$ cat config.mk
export PLATFORM = sky130hd
export DESIGN_NAME = input_conditioner
export DESIGN_NICKNAME = d
export VERILOG_FILES = /design/src/rtl/input_conditioner.sv
export SDC_FILE = /design/constraint.sdc
export NUM_CORES = 1
export LEC_CHECK = 0
export CORE_MARGIN = 5
export CORE_UTILIZATION = 45
export CTS_BUF_LIST = sky130_fd_sc_hd__clkbuf_8
export CTS_CLUSTER_SIZE = 25
export DETAILED_ROUTE_END_ITERATION = 7
export GPL_ROUTABILITY_DRIVEN = 0
export PLACE_DENSITY = 0.71
export SLEW_MARGIN = 30
export SYNTH_ARGS = -nofsm -noshare
export SYNTH_HDL_FRONTEND = slang
export SYNTH_SLANG_ARGS = --single-unit
$ cat constraint.sdc
create_clock -name clk_clk -period 2.3 [get_ports clk_clk]
set_input_delay 0.46 -clock clk_clk [delete_from_list [all_inputs] [get_ports clk_clk]]
set_output_delay 0.46 -clock clk_clk [all_outputs]
set_load 0.02 [all_outputs]
$ cat src/rtl/input_conditioner.sv
`timescale 1ns/1ps
// -----------------------------------------------------------------------------
// input_conditioner
//
// Purpose:
//   Conditions the board's raw pushbuttons and slide switches before they
//   reach the system PIO inputs. Every bit is brought onto clk_clk through a
//   two-flop synchronizer. Each pushbutton bit is then debounced by its own
//   counter. The keys are converted to active-high "pressed" bits. The block
//   also generates a one-cycle press pulse and a sticky press flag per
//   button, which software can poll.
//
// Build option:
//   SWITCH_DEBOUNCE_EN  - when defined, the slide switches get the same
//                         per-bit debounce counters as the keys.
//                         When undefined, the switches are only synchronized.
//                         In that case switches_export is the second
//                         synchronizer flop.
//
// Parameters:
//   DEBOUNCE_CYCLES  consecutive stable cycles before a debounced bit changes (>= 2)
//   CNT_W            per-bit counter width, must hold DEBOUNCE_CYCLES-1
//   KEY_ACTIVE_LOW   1: key_raw is inverted after synchronization
//
// Ports:
//   clk_clk             in   1   system clock
//   reset_reset_n       in   1   asynchronous active-low reset
//                                (deassertion is synchronized externally)
//   key_raw             in   4   raw pushbutton pins, asynchronous
//   sw_raw              in  10   raw slide switch pins, asynchronous
//   event_clear         in   4   per-bit write-1-to-clear for press_event
//   pushbuttons_export  out  4   debounced pressed state (1 = pressed)
//   switches_export     out 10   switch state (debounced when SWITCH_DEBOUNCE_EN)
//   press_pulse         out  4   one-cycle pulse on each debounced press
//   press_event         out  4   sticky press flags
// -----------------------------------------------------------------------------
module input_conditioner #(
  parameter int unsigned DEBOUNCE_CYCLES = 500000,
  parameter int unsigned CNT_W           = 20,
  parameter bit          KEY_ACTIVE_LOW  = 1'b1
) (
  input  logic        clk_clk,
  input  logic        reset_reset_n,
  input  logic [3:0]  key_raw,
  input  logic [9:0]  sw_raw,
  input  logic [3:0]  event_clear,
  output logic [3:0]  pushbuttons_export,
  output logic [9:0]  switches_export,
  output logic [3:0]  press_pulse,
  output logic [3:0]  press_event
);

  localparam int unsigned N_KEY = 4;
  localparam int unsigned N_SW  = 10;

`ifdef SWITCH_DEBOUNCE_EN
  localparam int unsigned N_DB = N_KEY + N_SW;
`else
  localparam int unsigned N_DB = N_KEY;
`endif

  // The last count value before a debounced bit is allowed to change.
  localparam logic [CNT_W-1:0] CNT_LAST = CNT_W'(DEBOUNCE_CYCLES - 1);

  // ---------------------------------------------------------------------------
  // Two-flop synchronizers.
  // These flops reset to 0, like everything else in this block. For an
  // active-low key, a 0 reads as "pressed". As a result, a released key looks
  // pressed for the first two cycles after reset. DEBOUNCE_CYCLES of 3 or
  // more filters out that transient. A key that is held through reset is
  // already at its synchronized level. It therefore qualifies after only
  // DEBOUNCE_CYCLES edges.
  // ---------------------------------------------------------------------------
  logic [N_KEY-1:0] key_meta_q, key_meta_d;
  logic [N_KEY-1:0] key_sync_q, key_sync_d;
  logic [N_SW-1:0]  sw_meta_q,  sw_meta_d;
  logic [N_SW-1:0]  sw_sync_q,  sw_sync_d;

  always_comb begin
    key_meta_d = key_raw;
    key_sync_d = key_meta_q;
    sw_meta_d  = sw_raw;
    sw_sync_d  = sw_meta_q;
  end

  always_ff @(posedge clk_clk or negedge reset_reset_n) begin
    if (!reset_reset_n) begin
      key_meta_q <= '0;
      key_sync_q <= '0;
      sw_meta_q  <= '0;
      sw_sync_q  <= '0;
    end else begin
      key_meta_q <= key_meta_d;
      key_sync_q <= key_sync_d;
      sw_meta_q  <= sw_meta_d;
      sw_sync_q  <= sw_sync_d;
    end
  end

  // Polarity correction is applied after the second flop.
  logic [N_KEY-1:0] key_level;
  assign key_level = KEY_ACTIVE_LOW ? ~key_sync_q : key_sync_q;

  // Levels that feed the debounce counters: the keys, plus the switches
  // when they are debounced too.
  logic [N_DB-1:0] db_level;
`ifdef SWITCH_DEBOUNCE_EN
  assign db_level = {sw_sync_q, key_level};
`else
  assign db_level = key_level;
`endif

  // ---------------------------------------------------------------------------
  // Per-bit debounce.
  // STABLE: the level equals the debounced value, and the counter sits at 0.
  // COUNTING: the level differs, and the counter advances once per cycle.
  // If the level reverts at any point, the counter restarts from 0.
  // When the counter reaches CNT_LAST with the level still different, the
  // debounced bit takes the new level and the counter returns to 0.
  // The counter therefore never goes past CNT_LAST.
  // ---------------------------------------------------------------------------
  logic [N_DB-1:0]  db_cur;    // debounced register outputs
  logic [N_KEY-1:0] key_rise;  // debounced key about to go 0 -> 1

  genvar gi;
  generate
    for (gi = 0; gi < N_DB; gi++) begin : g_db
      logic [CNT_W-1:0] cnt_q, cnt_d;
      logic             bit_q, bit_d;

      always_comb begin
        cnt_d = cnt_q;
        bit_d = bit_q;
        if (db_level[gi] == bit_q) begin
          cnt_d = '0;
        end else if (cnt_q == CNT_LAST) begin
          bit_d = db_level[gi];
          cnt_d = '0;
        end else begin
          cnt_d = cnt_q + CNT_W'(1);
        end
      end

      always_ff @(posedge clk_clk or negedge reset_reset_n) begin
        if (!reset_reset_n) begin
          cnt_q <= '0;
          bit_q <= 1'b0;
        end else begin
          cnt_q <= cnt_d;
          bit_q <= bit_d;
        end
      end

      assign db_cur[gi] = bit_q;

      // Only the key bits produce press pulses.
      if (gi < N_KEY) begin : g_rise
        assign key_rise[gi] = bit_d & ~bit_q;
      end
    end
  endgenerate

  // ---------------------------------------------------------------------------
  // Press pulse and sticky press flag.
  // The pulse register loads on the same edge as the debounced bit. The pulse
  // is therefore high in exactly the first cycle that the button reads
  // pressed. The flag is set from the registered pulse, so it rises one cycle
  // later. When a set and a clear arrive together, the set wins.
  // ---------------------------------------------------------------------------
  logic [N_KEY-1:0] press_pulse_q, press_pulse_d;
  logic [N_KEY-1:0] press_event_q, press_event_d;

  always_comb begin
    press_pulse_d = key_rise;
    press_event_d = (press_event_q & ~event_clear) | press_pulse_q;
  end

  always_ff @(posedge clk_clk or negedge reset_reset_n) begin
    if (!reset_reset_n) begin
      press_pulse_q <= '0;
      press_event_q <= '0;
    end else begin
      press_pulse_q <= press_pulse_d;
      press_event_q <= press_event_d;
    end
  end

  assign pushbuttons_export = db_cur[N_KEY-1:0];
  assign press_pulse        = press_pulse_q;
  assign press_event        = press_event_q;

`ifdef SWITCH_DEBOUNCE_EN
  assign switches_export = db_cur[N_DB-1:N_KEY];
`else
  assign switches_export = sw_sync_q;
`endif

endmodule

# Yosys cells after proc, flatten, opt, wreduce, memory -nomap -nowiden
# Cells that the tools add are included.
# totals
regBits,120
inputBits,20
output_inout_bits,22
wordCells,54
# op_classes
n_addsub,4
eq_ne,8
n_mux,16
bitwise,12
# op_table
cell,n
two-way mux 20 bit,8
adder 20 x 1 -> 20 bit (second input constant),4
equality test 20 x 19 -> 1 bit (second input constant),4
two-way mux 1 bit,8
NOT 4 bit,2
bitwise AND 1 bit,4
bitwise AND 4 bit,1
equality test 1 bit,4
NOT 1 bit,4
bitwise OR 4 bit,1

# Logic depth before layout (Yosys ltp)
# logic_depth
word_depth,4
depth_mapped,7
depth_no_buf,5

# Least setup slack after synthesis
# OpenSTA, ideal clock, no wires.
# synth_path
path_type,flip-flop to flip-flop
from,reg g_db[0].cnt_q[0]
to,reg g_db[0].cnt_q[18]
setup_time_ps,73
t_arrival_ps,1794
t_required_ps,2227
setup_slack_ps,432
stages_incl_launch_ff,6
path_buffers,0
period_less_slack_ps,1868
cell_sequence,dfrtp_1 ha_1 nand4_4 or4_4 or3_1 a21oi_2
# synth_between
elab_chain_cells,3
elab_cells_between_ends,4
classes_between,1 x add/sub; 1 x eq/ne; 2 x mux
# synth_lines
element,line_no,rtl
from (decl),128,"logic [CNT_W-1:0] cnt_q, cnt_d;"
from (signal assigned),149,cnt_q <= cnt_d;
adder 20 x 1 -> 20 bit / equality test 20 x 19 -> 1 bit (equally long branches),"140, 136",
two-way mux 20 bit *,136,end else if (cnt_q == CNT_LAST) begin
two-way mux 20 bit *,134,if (db_level[gi] == bit_q) begin
named net g_db[0].cnt_d[18],128,
# The timed path passes the listed nets; every way through them passes the cells marked *.

# Worst setup path after layout
# Same ends and word-level chain as after synthesis.

==> key figures <==
Detailed routing
  • Vias after detailed routing: 3800
  • Initial DRT Pass Iterations: 4
  • Antenna-violating nets left: 0
  • Wire per inst: 14.0 microns
  • DRT Wirelength: 10000 microns
  • Remaining routing DRC violations: 0
  • Starting DRT DRC Count: 185
  • Vias per inst: 5.31

STA
  • Worst-Margin Slew: 603 ps
  • Fin Setup TNS: 0 ps
  • Skew final: 9.13 ps
  • Final min period: 2010 ps
  • Final Setup Violations: 0
  • Max-slew violations: 0
  • Unrepaired setup endpoints after global routing: no
  • Period utilisation layout: 87.2%
  • Highest Clock Rate: 499 MHz
  • Final Hold Fails: 0
  • Slew HR: 59.2%

Logic synthesis
  • Synth top area share: 56.4%
  • Sequential area share after synthesis: 56.4%
  • Synth Cell Area: 5320 sq um
  • Xor/xnor cell area share of the yosys netlist: 9.87%
  • Synth Area in Compound Gates: 5.01%
  • Largest family of logic cells by synthesized area: simple AND/OR/NAND/NOR gates
  • Async set-reset flop share out of synthesis: 100%
  • Yosys reg bits: 120
  • Synth Flop Type: dfrtp_1
  • Post-synthesis adder-cell area fraction: 0.940%
  • Synth area leader: dfrtp_1
  • Post-synthesis area per instance: 10.7 sq um
  • Yosys cell types: 43
  • Syn_nets: 523
  • Most common cell in the netlist: dfrtp_1
  • Synth Instances: 499
  • Ys Warns: 0
  • EDFF count, synth: 0
  • Synth top area cells: dfrtp_1, xnor2_1, nor2_1, nand4_1, nand3_1
  • Most frequent cells after synthesis: dfrtp_1, nor2_1, xnor2_1
  • Post-synthesis mux area share: 1.15%
  • Post-synthesis simple-gate area fraction: 23.4%

Pwr
  • Lkg Pwr: 2.60 nW
  • Pwr Density: 676 nW/um^2
  • Post-layout total power: 4.31 mW
  • Worst VDD drop: 0.453 mV

Placement
  • Post-DP Area: 5950 sq um
  • Detailed Place HPWL: 7110 microns
  • Dpl cells: 682
  • Port Buffers: 41

GRT
  • Total gr overflow: 0
  • Vias in the first global route: 3797
  • Largest net degree at the start of global routing: 51
  • Initial antenna violation count: 0
  • Global Route Usage Sum: 15.4%
  • First-pass GRT wire length: 17700 microns

Cells and area
  • Final Cell Area: 6370 sq um
  • Non-filler cells, final: 715
  • Nets: 583
  • Area Overhead vs Synth: 19.7%
  • Ant. Diodes: 0
  • Share of cells above drive strength 1: 10.7%
  • Final Util: 55.3%

Clock tree
  • H-tree depth: 4
  • Insertion delay to the later sink of the worst-skew pair: 430 ps
  • CTS Buffer Depth: 2
  • Total CTS buffers: 17
  • Post CTS Setup Buffer Count: 0
  • Post-CTS Resized: 0
  • Clock-pin slew on the worst setup and hold paths: 70 ps
  • Clk sinks: 120
  • CTS tree: built
  • CTS root buffer: clkbuf_8

Setup path
  • Crit path launch type: register
  • Cell family with most CP delay: simple AND/OR/NAND/NOR gates
  • CP Class: register to register
  • Slowest CP cell: or4_4
  • Crit path required time: 2670 ps
  • Worst path cell trace: ha_1, nand4_4, or4_4, or3_1, a21oi_2
  • Buf+Inv Stages, Crit Path: 0
  • Crit-path max cell delay: 580 ps
  • CP Capture Type: register
  • CP Max Fanout: 7
  • CP arrival: 2370 ps
  • Reg2Reg Setup Slack: 290 ps

Floorplanning
  • Rows: 39
  • Core area: 11500 sq um
  • Die area: 14100 sq um
  • Starting Density: 46.2%
  • I/O pins: 42
  • Die W: 119 microns
  • Die Y: 119 microns

Outcome
  • Status: finished clean

Run
  • Max_cap viols: 0

Worst hold path
  • Hold Path Class: register to register
==> layer usage <==
metal  part of all wire [%]  global-route usage [%]  up-vias
met5                      0                       0        -
met4                    1.7                    6.52        0
met3                    4.1                    4.63       15
met2                     48                    23.9       58
met1                     46                    20.1     1867
li1                       -                       -     1860
==> flip-flops by register name (all words and copies together), names as in the netlist <==
signal	cells
switches_export	10
g_db.cnt_q	80
press_pulse	4
key_meta_q	4
press_event	4
sw_meta_q	10
g_db.bit_q	4
key_sync_q	4
==> report_power, final <==
group / internal, mW / total (mW) / switching (mW)
Sequential: 2.15 / 2.19 / 0.0341
Combinational: 0.0807 / 0.185 / 0.104
Clock: 1.12 / 1.94 / 0.820
Total: 3.35 / 4.31 / 0.958
==> worst paths after layout <==
| check | startpoint | endpoint | cells after the start |
|---|---|---|---|
| max reg2reg | g_db[0].cnt_q[0] | g_db[0].cnt_q[18] | 5 |
| max in group asynchronous | reset_reset_n | press_pulse[2] | 3 |
| max | g_db[0].cnt_q[0] | g_db[0].cnt_q[18] | 5 |
| min reg2reg | sw_meta_q[2] | switches_export[2] | 0 |
| min | sw_meta_q[2] | switches_export[2] | 0 |
| min in group asynchronous | reset_reset_n | switches_export[7] | 2 |
==> placed cells by master (no fill, tap or decap), types with 5 or more instances in the layout <==
master / n
nand3_1: 26
nor4_1: 13
a21o_1: 6
buf_4: 11
nor4b_1: 8
xnor2_1: 46
a21oi_1: 14
nand4_1: 23
or4_1: 7
xor2_1: 14
inv_1: 26
clkdlybuf4s50_1: 40
nand2_1: 25
nor3_1: 23
dfrtp_1: 120
mux2i_1: 5
o21ai_0: 6
or3_1: 10
clkbuf_8: 19
nor2_1: 74
o31ai_1: 5
==> worst reg2reg max path: cells and delay by family, from the launching register on <==
kind | cells | cell delay, ps
AND/OR/NAND/NOR | 3 | 1090
flip-flops | 1 | 430
adder cells (fa/ha/maj) | 1 | 290
AO/OA/AOI/OAI | 1 | 130
==> cells by family (layout without fill, tap and decap cells) <==
family,after synthesis,after routing
simple gates,233,233
xor+xnor,60,60
mux,6,6
buf+inv,38,111
fa+ha+maj,4,4
flops,120,120
compound gates,38,38
==> area by class of cell <==
cell class / instances / area, sq um
Fill cell: 987 / 5140
Sequential cell: 120 / 3000
Multi-Input combinational cell: 341 / 2150
Timing Repair Buffer: 54 / 533
Clock buffer: 19 / 262
Tap cell: 143 / 179
Clock inverter: 13 / 154
Inverter: 25 / 93.8
==> timing repair <==
action,in CTS,in global routing
hold buffers,1,0
endpoints found under the setup margin,0,0
endpoints found under the hold margin,26,0
==> stage by stage <==
stage / hold slack (ps) / worst slack [ps]
global placement: 333 / 381
detailed placement: 335 / 301
CTS: 351 / 297
global route: 353 / 180
floorplan: 164 / 432
finish: 348 / 294
No activity file was read; power rests on OpenSTA's default activity.
